==> config.mk <==
export PLATFORM = sky130hd
export DESIGN_NAME = alu_ctrl
export DESIGN_NICKNAME = d
export VERILOG_FILES = /design/src/rtl/alu_ctrl_pkg.sv /design/src/rtl/alu_ctrl.sv
export SDC_FILE = /design/constraint.sdc
export NUM_CORES = 1
export LEC_CHECK = 0
export BUFFER_PORTS_ARGS = -buffer_cell sky130_fd_sc_hd__buf_2
export CAP_MARGIN = 20
export CELL_PAD_IN_SITES_DETAIL_PLACEMENT = 1
export CELL_PAD_IN_SITES_GLOBAL_PLACEMENT = 2
export CORE_UTILIZATION = 25
export CTS_CLUSTER_DIAMETER = 150
export CTS_CLUSTER_SIZE = 24
export DETAILED_ROUTE_END_ITERATION = 10
export GPL_ROUTABILITY_DRIVEN = 0
export GPL_TIMING_DRIVEN = 0
export PLACE_DENSITY = 0.73
export RECOVER_POWER = 50
export REMOVE_ABC_BUFFERS = 1
export SETUP_SLACK_MARGIN = 0.05
export SYNTH_ARGS = -nofsm -noshare
export SYNTH_HDL_FRONTEND = slang
export SYNTH_SLANG_ARGS = --single-unit
==> constraint.sdc <==
create_clock -name clk -period 1.9 [get_ports clk]
set_clock_uncertainty 0.15 [all_clocks]
set_input_delay 0.19 -clock clk [delete_from_list [all_inputs] [get_ports clk]]
set_output_delay 0.19 -clock clk [all_outputs]
set_load 0.01 [all_outputs]
==> src/rtl/alu_ctrl_pkg.sv <==
// alu_ctrl_pkg: shared definitions for the accumulator command sequencer.
//   - ALU opcode encodings (OP_*)
//   - sequencer state type (state_e)
//   - width of the completed-transaction counter (OP_CNT_W)
package alu_ctrl_pkg;

  localparam logic [2:0] OP_NOP0 = 3'b000;
  localparam logic [2:0] OP_NOP1 = 3'b001;
  localparam logic [2:0] OP_ADD  = 3'b010;
  localparam logic [2:0] OP_OR   = 3'b011;
  localparam logic [2:0] OP_XOR  = 3'b100;
  localparam logic [2:0] OP_LOAD = 3'b101;
  localparam logic [2:0] OP_NOP6 = 3'b110;
  localparam logic [2:0] OP_NOP7 = 3'b111;

  localparam int unsigned OP_CNT_W = 16;

  typedef enum logic [1:0] {
    IDLE,
    EXEC,
    RESP
  } state_e;

endpackage

==> src/rtl/alu_ctrl.sv <==
// alu_ctrl: accumulator-style command sequencer driving an external combinational ALU.
//
// One command per transaction: IDLE accepts (cmd_op, cmd_data), EXEC lets the ALU
// combine acc with the latched operand and writes alu_out back into acc, RESP
// presents the new accumulator until the consumer takes it.
//
// Ports:
//   clk, rst_n        clock, synchronous active-low reset
//   cmd_valid/ready   command handshake; cmd_op = ALU opcode, cmd_data = operand B
//   alu_opcode        latched opcode to the ALU
//   alu_in_a          accumulator to the ALU
//   alu_in_b          latched operand to the ALU
//   alu_out           ALU result
//   alu_a_is_zero     ALU flag: alu_in_a == 0
//   rsp_valid/ready   response handshake; rsp_data = accumulator, rsp_zero = acc is zero
//   rsp_carry         carry out of the last ADD (only with ALU_CTRL_CARRY_EN)
//   op_cnt            completed transactions, wraps at 2^16
//
// Build option: define ALU_CTRL_CARRY_EN to add the carry register and rsp_carry port.
module alu_ctrl
  import alu_ctrl_pkg::*;
#(
  parameter int unsigned WIDTH = 8
) (
  input  logic                clk,
  input  logic                rst_n,
  input  logic                cmd_valid,
  output logic                cmd_ready,
  input  logic [2:0]          cmd_op,
  input  logic [WIDTH-1:0]    cmd_data,
  output logic [2:0]          alu_opcode,
  output logic [WIDTH-1:0]    alu_in_a,
  output logic [WIDTH-1:0]    alu_in_b,
  input  logic [WIDTH-1:0]    alu_out,
  input  logic                alu_a_is_zero,
  output logic                rsp_valid,
  input  logic                rsp_ready,
  output logic [WIDTH-1:0]    rsp_data,
  output logic                rsp_zero,
`ifdef ALU_CTRL_CARRY_EN
  output logic                rsp_carry,
`endif
  output logic [OP_CNT_W-1:0] op_cnt
);

  state_e                state_q;
  logic                  cmd_ready_q;
  logic                  rsp_valid_q;
  logic [WIDTH-1:0]      acc_q;
  logic [2:0]            op_q;
  logic [WIDTH-1:0]      opnd_q;
  logic [OP_CNT_W-1:0]   op_cnt_q;

  always_ff @(posedge clk) begin
    if (!rst_n) begin
      state_q     <= IDLE;
      cmd_ready_q <= 1'b1;
      rsp_valid_q <= 1'b0;
      acc_q       <= '0;
      op_q        <= OP_NOP0;
      opnd_q      <= '0;
      op_cnt_q    <= '0;
    end else begin
      case (state_q)
        IDLE: begin
          if (cmd_valid) begin
            op_q        <= cmd_op;
            opnd_q      <= cmd_data;
            cmd_ready_q <= 1'b0;
            state_q     <= EXEC;
          end
        end
        EXEC: begin
          acc_q       <= alu_out;
          rsp_valid_q <= 1'b1;
          state_q     <= RESP;
        end
        RESP: begin
          if (rsp_ready) begin
            op_cnt_q    <= op_cnt_q + 1'b1;
            rsp_valid_q <= 1'b0;
            cmd_ready_q <= 1'b1;
            state_q     <= IDLE;
          end
        end
        default: begin
          rsp_valid_q <= 1'b0;
          cmd_ready_q <= 1'b1;
          state_q     <= IDLE;
        end
      endcase
    end
  end

`ifdef ALU_CTRL_CARRY_EN
  logic add_carry;
  logic carry_q;

  // Private widened adder: the external ALU does not export its carry.
  assign add_carry = |(({1'b0, acc_q} + {1'b0, opnd_q}) >> WIDTH);

  always_ff @(posedge clk) begin
    if (!rst_n) begin
      carry_q <= 1'b0;
    end else if (state_q == EXEC) begin
      carry_q <= (op_q == OP_ADD) ? add_carry : 1'b0;
    end
  end

  assign rsp_carry = carry_q;
`endif

  assign cmd_ready  = cmd_ready_q;
  assign rsp_valid  = rsp_valid_q;
  assign alu_opcode = op_q;
  assign alu_in_a   = acc_q;
  assign alu_in_b   = opnd_q;
  assign rsp_data   = acc_q;
  // alu_in_a is the accumulator, so the ALU's zero flag describes rsp_data.
  assign rsp_zero   = alu_a_is_zero;
  assign op_cnt     = op_cnt_q;

endmodule
==> flow_metrics.env, run 1 <==
export IMPL_outcome="complete, no violations"
export IMPL_clock_sinks=39
export IMPL_grt_pass1_vias=1512
export IMPL_post_route_period_util_pct=91.0
export IMPL_synth_avg_cell_area_sq_um=8.27
export IMPL_worstPathRequired_ns=1.94
export IMPL_antenna_found_initial=0
export IMPL_cts_resized=0
export IMPL_critPathLaunchType="flop"
export IMPL_yosys_cell_types_count=28
export IMPL_cts_clk_slew_worst_paths_ns=0.08
export IMPL_dr_first_iter_drc_count=47
export IMPL_cts_root_buf="clkbuf_8"
export IMPL_fin_ws_ns=0.172
export IMPL_whs_path_depth=3
export IMPL_total_power_w=0.00189
export IMPL_crit_family="simple AND/OR/NAND/NOR gates"
export IMPL_p_per_area_nw_per_um2=842
export IMPL_wl_per_cell_microns=12.3
export IMPL_grt_max_degree=35
export IMPL_synth_compound_area_share_pct=7.21
export IMPL_die_x_microns=81.9
export IMPL_synth_cells=193
export IMPL_max_cap_viol_count=0
export IMPL_drive_above_1_share_pct=14.7
export IMPL_maxSlewViolCount=0
export IMPL_holdCritPathClass="in2reg"
export IMPL_setup_viol=0
export IMPL_initial_utilization_pct=26.5
export IMPL_cp_arrival_ns=1.76
export IMPL_p_leak_nw=0.887
export IMPL_nNetsFinal=296
export IMPL_slew_limit_headroom_pct=68.9
export IMPL_coreArea_sq_um=6030
export IMPL_syn_to_final_growth_pct=40.6
export IMPL_worstSetupEndpointType="flop"
export IMPL_fmax_ghz=0.579
export IMPL_hold_violations=0
export IMPL_worst_pin_slew_ns=0.465
export IMPL_worstSetupPathType="reg2reg"
export IMPL_routed_wl_mm=4.26
export IMPL_pin_count=70
export IMPL_hpwlAfterDp_mm=2.83
export IMPL_reg2reg_to="op_cnt[12]$_SDFFE_PN0P_"
export IMPL_yosys_area_share_simple_pct=27.8
export IMPL_fp_dieH_microns=81.9
export IMPL_grt_overflow=0
export IMPL_whs_ns=0.0670
export IMPL_worst_skew_pair_late_latency_ns=0.29
export IMPL_syn_area_sq_um=1600
export IMPL_grt_pass1_wl_mm=6.98
export IMPL_htree_levels=2
export IMPL_tritoncts="yes"
export IMPL_port_buffers=67
export IMPL_cp_depth=5
export IMPL_path_buf_inv=0
export IMPL_synth_seq_cells=39
export IMPL_grtUsageTotal_pct=13.7
export IMPL_final_util_pct=37.3
export IMPL_fin_crit_ns=1.73
export IMPL_vias_per_cell=4.43
export IMPL_muxShareOfSynthArea_pct=1.88
export IMPL_final_cells=347
export IMPL_rows=28
export IMPL_rrSetupSlack_ns=0.17
export IMPL_rsz0062_at_grt="false"
export IMPL_antenna_cells=0
export IMPL_num_vias=1537
export IMPL_synth_adder_area_share_pct=0.784
export IMPL_crit_slowest_cell="dfxtp_1"
export IMPL_seq_area_frac_synth_pct=48.9
export IMPL_ys_warn_count=0
export IMPL_dp_cells=318
export IMPL_reg2reg_from="op_cnt[0]$_SDFFE_PN0P_"
export IMPL_hold_end="rsp_valid$_SDFFE_PN0P_"
export IMPL_first_pass_iters=4
export IMPL_synth_top_family_by_area="simple AND/OR/NAND/NOR gates"
export IMPL_clock_path_buffers=2
export IMPL_critPathMaxStageDelay_ns=0.42
export IMPL_die_area_sq_um=6710
export IMPL_hold_path_startpoint="rst_n"
export IMPL_place_ws_ns=-0.0491
export IMPL_synth_xor_area_share_pct=6.58
export IMPL_worstPathCellList="ha_1, nand4b_1, nor4_1, xnor2_1, nor2_1"
export IMPL_peakVddDrop_v=0.000308
export IMPL_drc_errors=0
export IMPL_path_max_fanout=6
export IMPL_rr_worst_depth=5
export IMPL_numCtsBuffers=5
export IMPL_ant_nets=0
==> synthesized netlist by cell type <==
master | count | area [sq um]
nand2_1 | 48 | 180
dfxtp_1 | 39 | 781
a21oi_1 | 21 | 105
nor2_1 | 19 | 71.3
xnor2_1 | 10 | 87.6
buf_4 | 9 | 67.6
clkbuf_1 | 7 | 26.3
nand3_1 | 5 | 25.0
nand2b_1 | 4 | 25.0
nor3_1 | 4 | 20.0
mux2i_1 | 3 | 30.0
nand4_1 | 3 | 18.8
nor4_1 | 3 | 18.8
inv_1 | 2 | 7.51
o21ai_0 | 2 | 10.0
xor2_1 | 2 | 17.5
and2_1 | 1 | 6.26
and2b_1 | 1 | 7.51
and3_1 | 1 | 6.26
and3b_1 | 1 | 8.76
buf_1 | 1 | 3.75
clkinv_1 | 1 | 3.75
ha_1 | 1 | 12.5
nand3b_1 | 1 | 7.51
nand4_2 | 1 | 12.5
nand4b_1 | 1 | 8.76
nor2b_1 | 1 | 6.26
nor4_4 | 1 | 21.3
==> metrics by stage <==
| stage | setup TNS (ns) | instance area [sq um] |
|---|---|---|
| after floorplan | 0 | 1500 |
| after global placement | 0 | 1930 |
| after detailed placement | -0.0491 | 1930 |
| after CTS | 0 | 2260 |
| after global routing | 0 | 2240 |
| final | 0 | 2240 |
==> worst register-to-register path, stage by stage, from the launching register on <==
cell	delay [ns]
dfxtp_1	0.42
ha_1	0.18
nand4b_1	0.27
nor4_1	0.39
xnor2_1	0.16
nor2_1	0.05
==> report_power, final <==
group	total (W)	switching, W	leakage [nW]	internal [W]
Clock	0.000834	0.000310	0.0644	0.000524
Sequential	0.000867	0.0000204	0.317	0.000847
Combinational	0.000188	0.000101	0.505	0.0000867
==> registers in the layout (all words and copies together), names as in the netlist <==
name        count
op_cnt         16
cmd_ready       1
alu_in_a        8
state_q         2
alu_in_b        8
rsp_valid       1
alu_opcode      3
==> how the worst max path moves through the flow <==
stage / from / to / slack (ns)
global placement: rst_n / alu_in_b[7]$_SDFFE_PN0P_ / 0.04
finish: op_cnt[0]$_SDFFE_PN0P_ / op_cnt[12]$_SDFFE_PN0P_ / 0.17
global route: op_cnt[0]$_SDFFE_PN0P_ / op_cnt[12]$_SDFFE_PN0P_ / 0.05
detailed placement: rst_n / alu_in_a[5]$_SDFFE_PN0P_ / -0.05
CTS: op_cnt[0]$_SDFFE_PN0P_ / op_cnt[12]$_SDFFE_PN0P_ / 0.10
floorplan: op_cnt[0]$_SDFFE_PN0P_ / op_cnt[12]$_SDFFE_PN0P_ / 0.32
==> final cells by class <==
class / instances / area, sq um
clock buffers: 5 / 68.8
well taps: 75 / 93.8
fillers: 767 / 3780
clock inverters: 3 / 67.6
inverters: 3 / 11.3
repair buffers: 88 / 515
flip-flops and latches: 39 / 781
multi-input cells: 134 / 707
==> routing by layer <==
| metal | track usage [%] | vias to the layer above | wire length (microns) |
|---|---|---|---|
| li1 | - | 776 | - |
| met1 | 16.2 | 707 | 1860 |
| met2 | 22.6 | 48 | 2030 |
| met3 | 5.67 | 6 | 311 |
| met4 | 3.68 | 0 | 52 |
| met5 | 0 | - | 0 |
==> what timing repair did <==
item,4_1_cts,5_1_grt
setup buffers,0,0
endpoints found under the hold margin,20,0
hold buffers,20,0
==> placed cells by master (no fill, tap or decap), types with 2 or more instances in the layout <==
cell           synthesis  layout
a21oi_1               21      21
buf_2                  0      29
bufinv_16              0       2
clkbuf_1               7      38
clkbuf_8               0       5
dfxtp_1               39      39
dlygate4sd3_1          0      20
inv_1                  2       2
mux2i_1                3       3
nand2_1               48      48
nand2b_1               4       4
nand3_1                5       5
nand4_1                3       3
nor2_1                19      19
nor3_1                 4       4
nor4_1                 3       3
o21ai_0                2       2
xnor2_1               10      10
xor2_1                 2       2
==> logic make-up after synthesis <==
logic type / after synthesis
multiplexers: 3
buffers and inverters: 20
AO/OA/AOI/OAI: 23
XOR/XNOR: 12
AND/OR/NAND/NOR: 95
adder cells (fa/ha/maj): 1
flip-flops: 39
Note: power is estimated with default switching activity, not from simulation.
==> inputs of run 2 (changes only) <==
--- a/config.mk
+++ b/config.mk
@@ -9,13 +9,13 @@
 export CAP_MARGIN = 20
 export CELL_PAD_IN_SITES_DETAIL_PLACEMENT = 1
 export CELL_PAD_IN_SITES_GLOBAL_PLACEMENT = 2
-export CORE_UTILIZATION = 25
+export CORE_UTILIZATION = 23
 export CTS_CLUSTER_DIAMETER = 150
 export CTS_CLUSTER_SIZE = 24
 export DETAILED_ROUTE_END_ITERATION = 10
 export GPL_ROUTABILITY_DRIVEN = 0
 export GPL_TIMING_DRIVEN = 0
-export PLACE_DENSITY = 0.73
+export PLACE_DENSITY = 0.68
 export RECOVER_POWER = 50
 export REMOVE_ABC_BUFFERS = 1
 export SETUP_SLACK_MARGIN = 0.05
==> run 2 against run 1 <==
Effect of this change:
- first-iteration DRC count is 30% lower
- combinational power hardly changed
- maximum frequency is 2.5% higher
- sequential cell count unchanged
- worst setup slack improved by 0.042 ns
- routed wire length is 1.5% higher
- critical path type unchanged
- global-route usage fell by 1.4 points
- cell count up 0.29%
- hold slack improved by 0.015 ns
- clock power shrank 32%
- cell area is 2.5% lower
==> flow_metrics.env, run 2 (synthesis gave the netlist of run 1 again) <==
export IMPL_rrSetupSlack_ns=0.21
export IMPL_maxSlewViolCount=0
export IMPL_first_pass_iters=2
export IMPL_worst_pin_slew_ns=0.508
export IMPL_cts_root_buf="clkbuf_8"
export IMPL_fmax_ghz=0.593
export IMPL_largest_register_ffs=16
export IMPL_whs_ns=0.0823
export IMPL_rsz0062_at_grt="false"
export IMPL_cp_endpoint="op_cnt[15]$_SDFFE_PN0P_"
export IMPL_clock_sinks=39
export IMPL_most_common_layout_cells="nand2_1 (48), clkbuf_1 (40), dfxtp_1 (39), buf_2 (27), a21oi_1 (21)"
export IMPL_reg2reg_to="op_cnt[15]$_SDFFE_PN0P_"
export IMPL_max_cap_viol_count=0
export IMPL_drive_above_1_share_pct=14.0
export IMPL_initial_utilization_pct=24.4
export IMPL_slew_limit_headroom_pct=65.9
export IMPL_nNetsFinal=296
export IMPL_outcome="complete, no violations"
export IMPL_ant_nets=0
export IMPL_worstSetupEndpointType="flop"
export IMPL_p_per_area_nw_per_um2=742
export IMPL_coreArea_sq_um=6530
export IMPL_rows=29
export IMPL_wl_per_cell_microns=12.4
export IMPL_pin_count=70
export IMPL_grt_pass1_wl_mm=7.01
export IMPL_peakVddDrop_v=0.000255
export IMPL_worst_skew_pair_late_latency_ns=0.29
export IMPL_routed_wl_mm=4.32
export IMPL_die_area_sq_um=7280
export IMPL_fp_dieH_microns=85.3
export IMPL_die_x_microns=85.3
export IMPL_holdCritPathClass="in2reg"
export IMPL_dp_cells=320
export IMPL_grt_overflow=0
export IMPL_hpwlAfterDp_mm=2.79
export IMPL_dr_first_iter_drc_count=33
export IMPL_antenna_cells=0
export IMPL_reg2reg_from="state_q[1]$_SDFFE_PN0P_"
export IMPL_rr_worst_depth=4
export IMPL_fin_crit_ns=1.69
export IMPL_hold_violations=0
export IMPL_clock_path_buffers=2
export IMPL_cp_arrival_ns=1.72
export IMPL_grtUsageTotal_pct=12.3
export IMPL_p_leak_nw=0.856
export IMPL_grt_pass1_vias=1457
export IMPL_tritoncts="yes"
export IMPL_final_cells=348
export IMPL_antenna_found_initial=0
export IMPL_worstSetupStartpoint="state_q[1]$_SDFFE_PN0P_"
export IMPL_num_vias=1525
export IMPL_critPathLaunchType="flop"
export IMPL_drc_errors=0
export IMPL_grt_max_degree=35
export IMPL_cts_clk_slew_worst_paths_ns=0.07
export IMPL_setup_viol=0
export IMPL_worstSetupPathType="reg2reg"
export IMPL_htree_levels=2
export IMPL_port_buffers=67
export IMPL_path_max_fanout=8
export IMPL_vias_per_cell=4.38
export IMPL_worstPathRequired_ns=1.93
export IMPL_syn_to_final_growth_pct=37.1
export IMPL_numCtsBuffers=5
export IMPL_post_route_period_util_pct=88.8
export IMPL_final_common_cell="nand2_1"
## run 2: changes by cell type in the layout (fill, tap and decap cells not counted)
| cell | change |
|---|---|
| buf_8 | +1 |
| buf_2 | -2 |
| clkinvlp_4 | -1 |
| clkbuf_8 | +1 |
| nor4_2 | +1 |
| clkbuf_1 | +2 |
| bufinv_16 | -2 |
| buf_16 | -1 |
| clkinv_2 | +1 |
| nor4_1 | -1 |
## run 2: repair_timing
item	CTS	global route
buffers inserted	0	0
resized for setup	0	1
hold buffers	20	0
setup endpoints to repair	0	1
hold endpoints to repair	20	0
## run 2: power by group
part	total (W)	internal, W	leakage, nW	switching, W
registers	0.000868	0.000847	0.317	0.0000210
logic	0.000186	0.0000837	0.491	0.000103
clock network	0.000569	0.000285	0.0470	0.000284
## run 2: metal layers
metal  share of wire, %  GRT usage (%)  vias up
met5                  0              0        -
met4                1.4           5.00        0
met3                4.8           3.31        7
met2                 49           21.3       41
met1                 45           14.5      700
li1                   -              -      777
## run 2: worst min-delay path by stage
| stage | startpoint | to | slack [ns] | cells past startpoint |
|---|---|---|---|---|
| 6_report | rst_n | rsp_valid$_SDFFE_PN0P_ | 0.08 | 3 |
| 4_1_cts | rst_n | rsp_valid$_SDFFE_PN0P_ | 0.08 | 3 |
| 3_3_place_gp | alu_a_is_zero | rsp_zero | 0.23 | 0 |
| 2_1_floorplan | rst_n | cmd_ready$_SDFFE_PN1P_ | 0.10 | 1 |
| 5_1_grt | rst_n | op_cnt[14]$_SDFFE_PN0P_ | 0.1 | 3 |
| 3_5_place_dp | alu_a_is_zero | rsp_zero | 0.23 | 0 |
## run 2: stage by stage
stage / TNS (ns) / setup WS [ns] / utilization, % / area (sq um) / power [W]
after CTS: 0 / 0.0915 / 34.0 / 2220 / 0.00166
final: 0 / 0.213 / 33.5 / 2190 / 0.00162
after floorplan: 0 / 0.315 / - / 1500 / 0.000964
after global routing: 0 / 0.0697 / 33.5 / 2190 / 0.00171
after global placement: 0 / 0.0305 / 29.6 / 1930 / 0.00105
after detailed placement: -0.0391 / -0.0274 / 29.6 / 1930 / 0.00105
## run 2: cell type report
| type | count | area (sq um) |
|---|---|---|
| Inverter | 3 | 11.3 |
| Tap cell | 77 | 96.3 |
| Clock inverter | 1 | 5.00 |
| Clock buffer | 6 | 82.6 |
| Sequential cell | 39 | 781 |
| Multi-Input combinational cell | 134 | 713 |
| Timing Repair Buffer | 88 | 500 |
| Fill cell | 826 | 4340 |
## run 2: worst max-delay path, stage by stage, from the launching register on
cell,delay [ns]
dfxtp_1,0.44
nand3b_1,0.27
nor4_4,0.43
nand3_1,0.15
mux2i_1,0.13
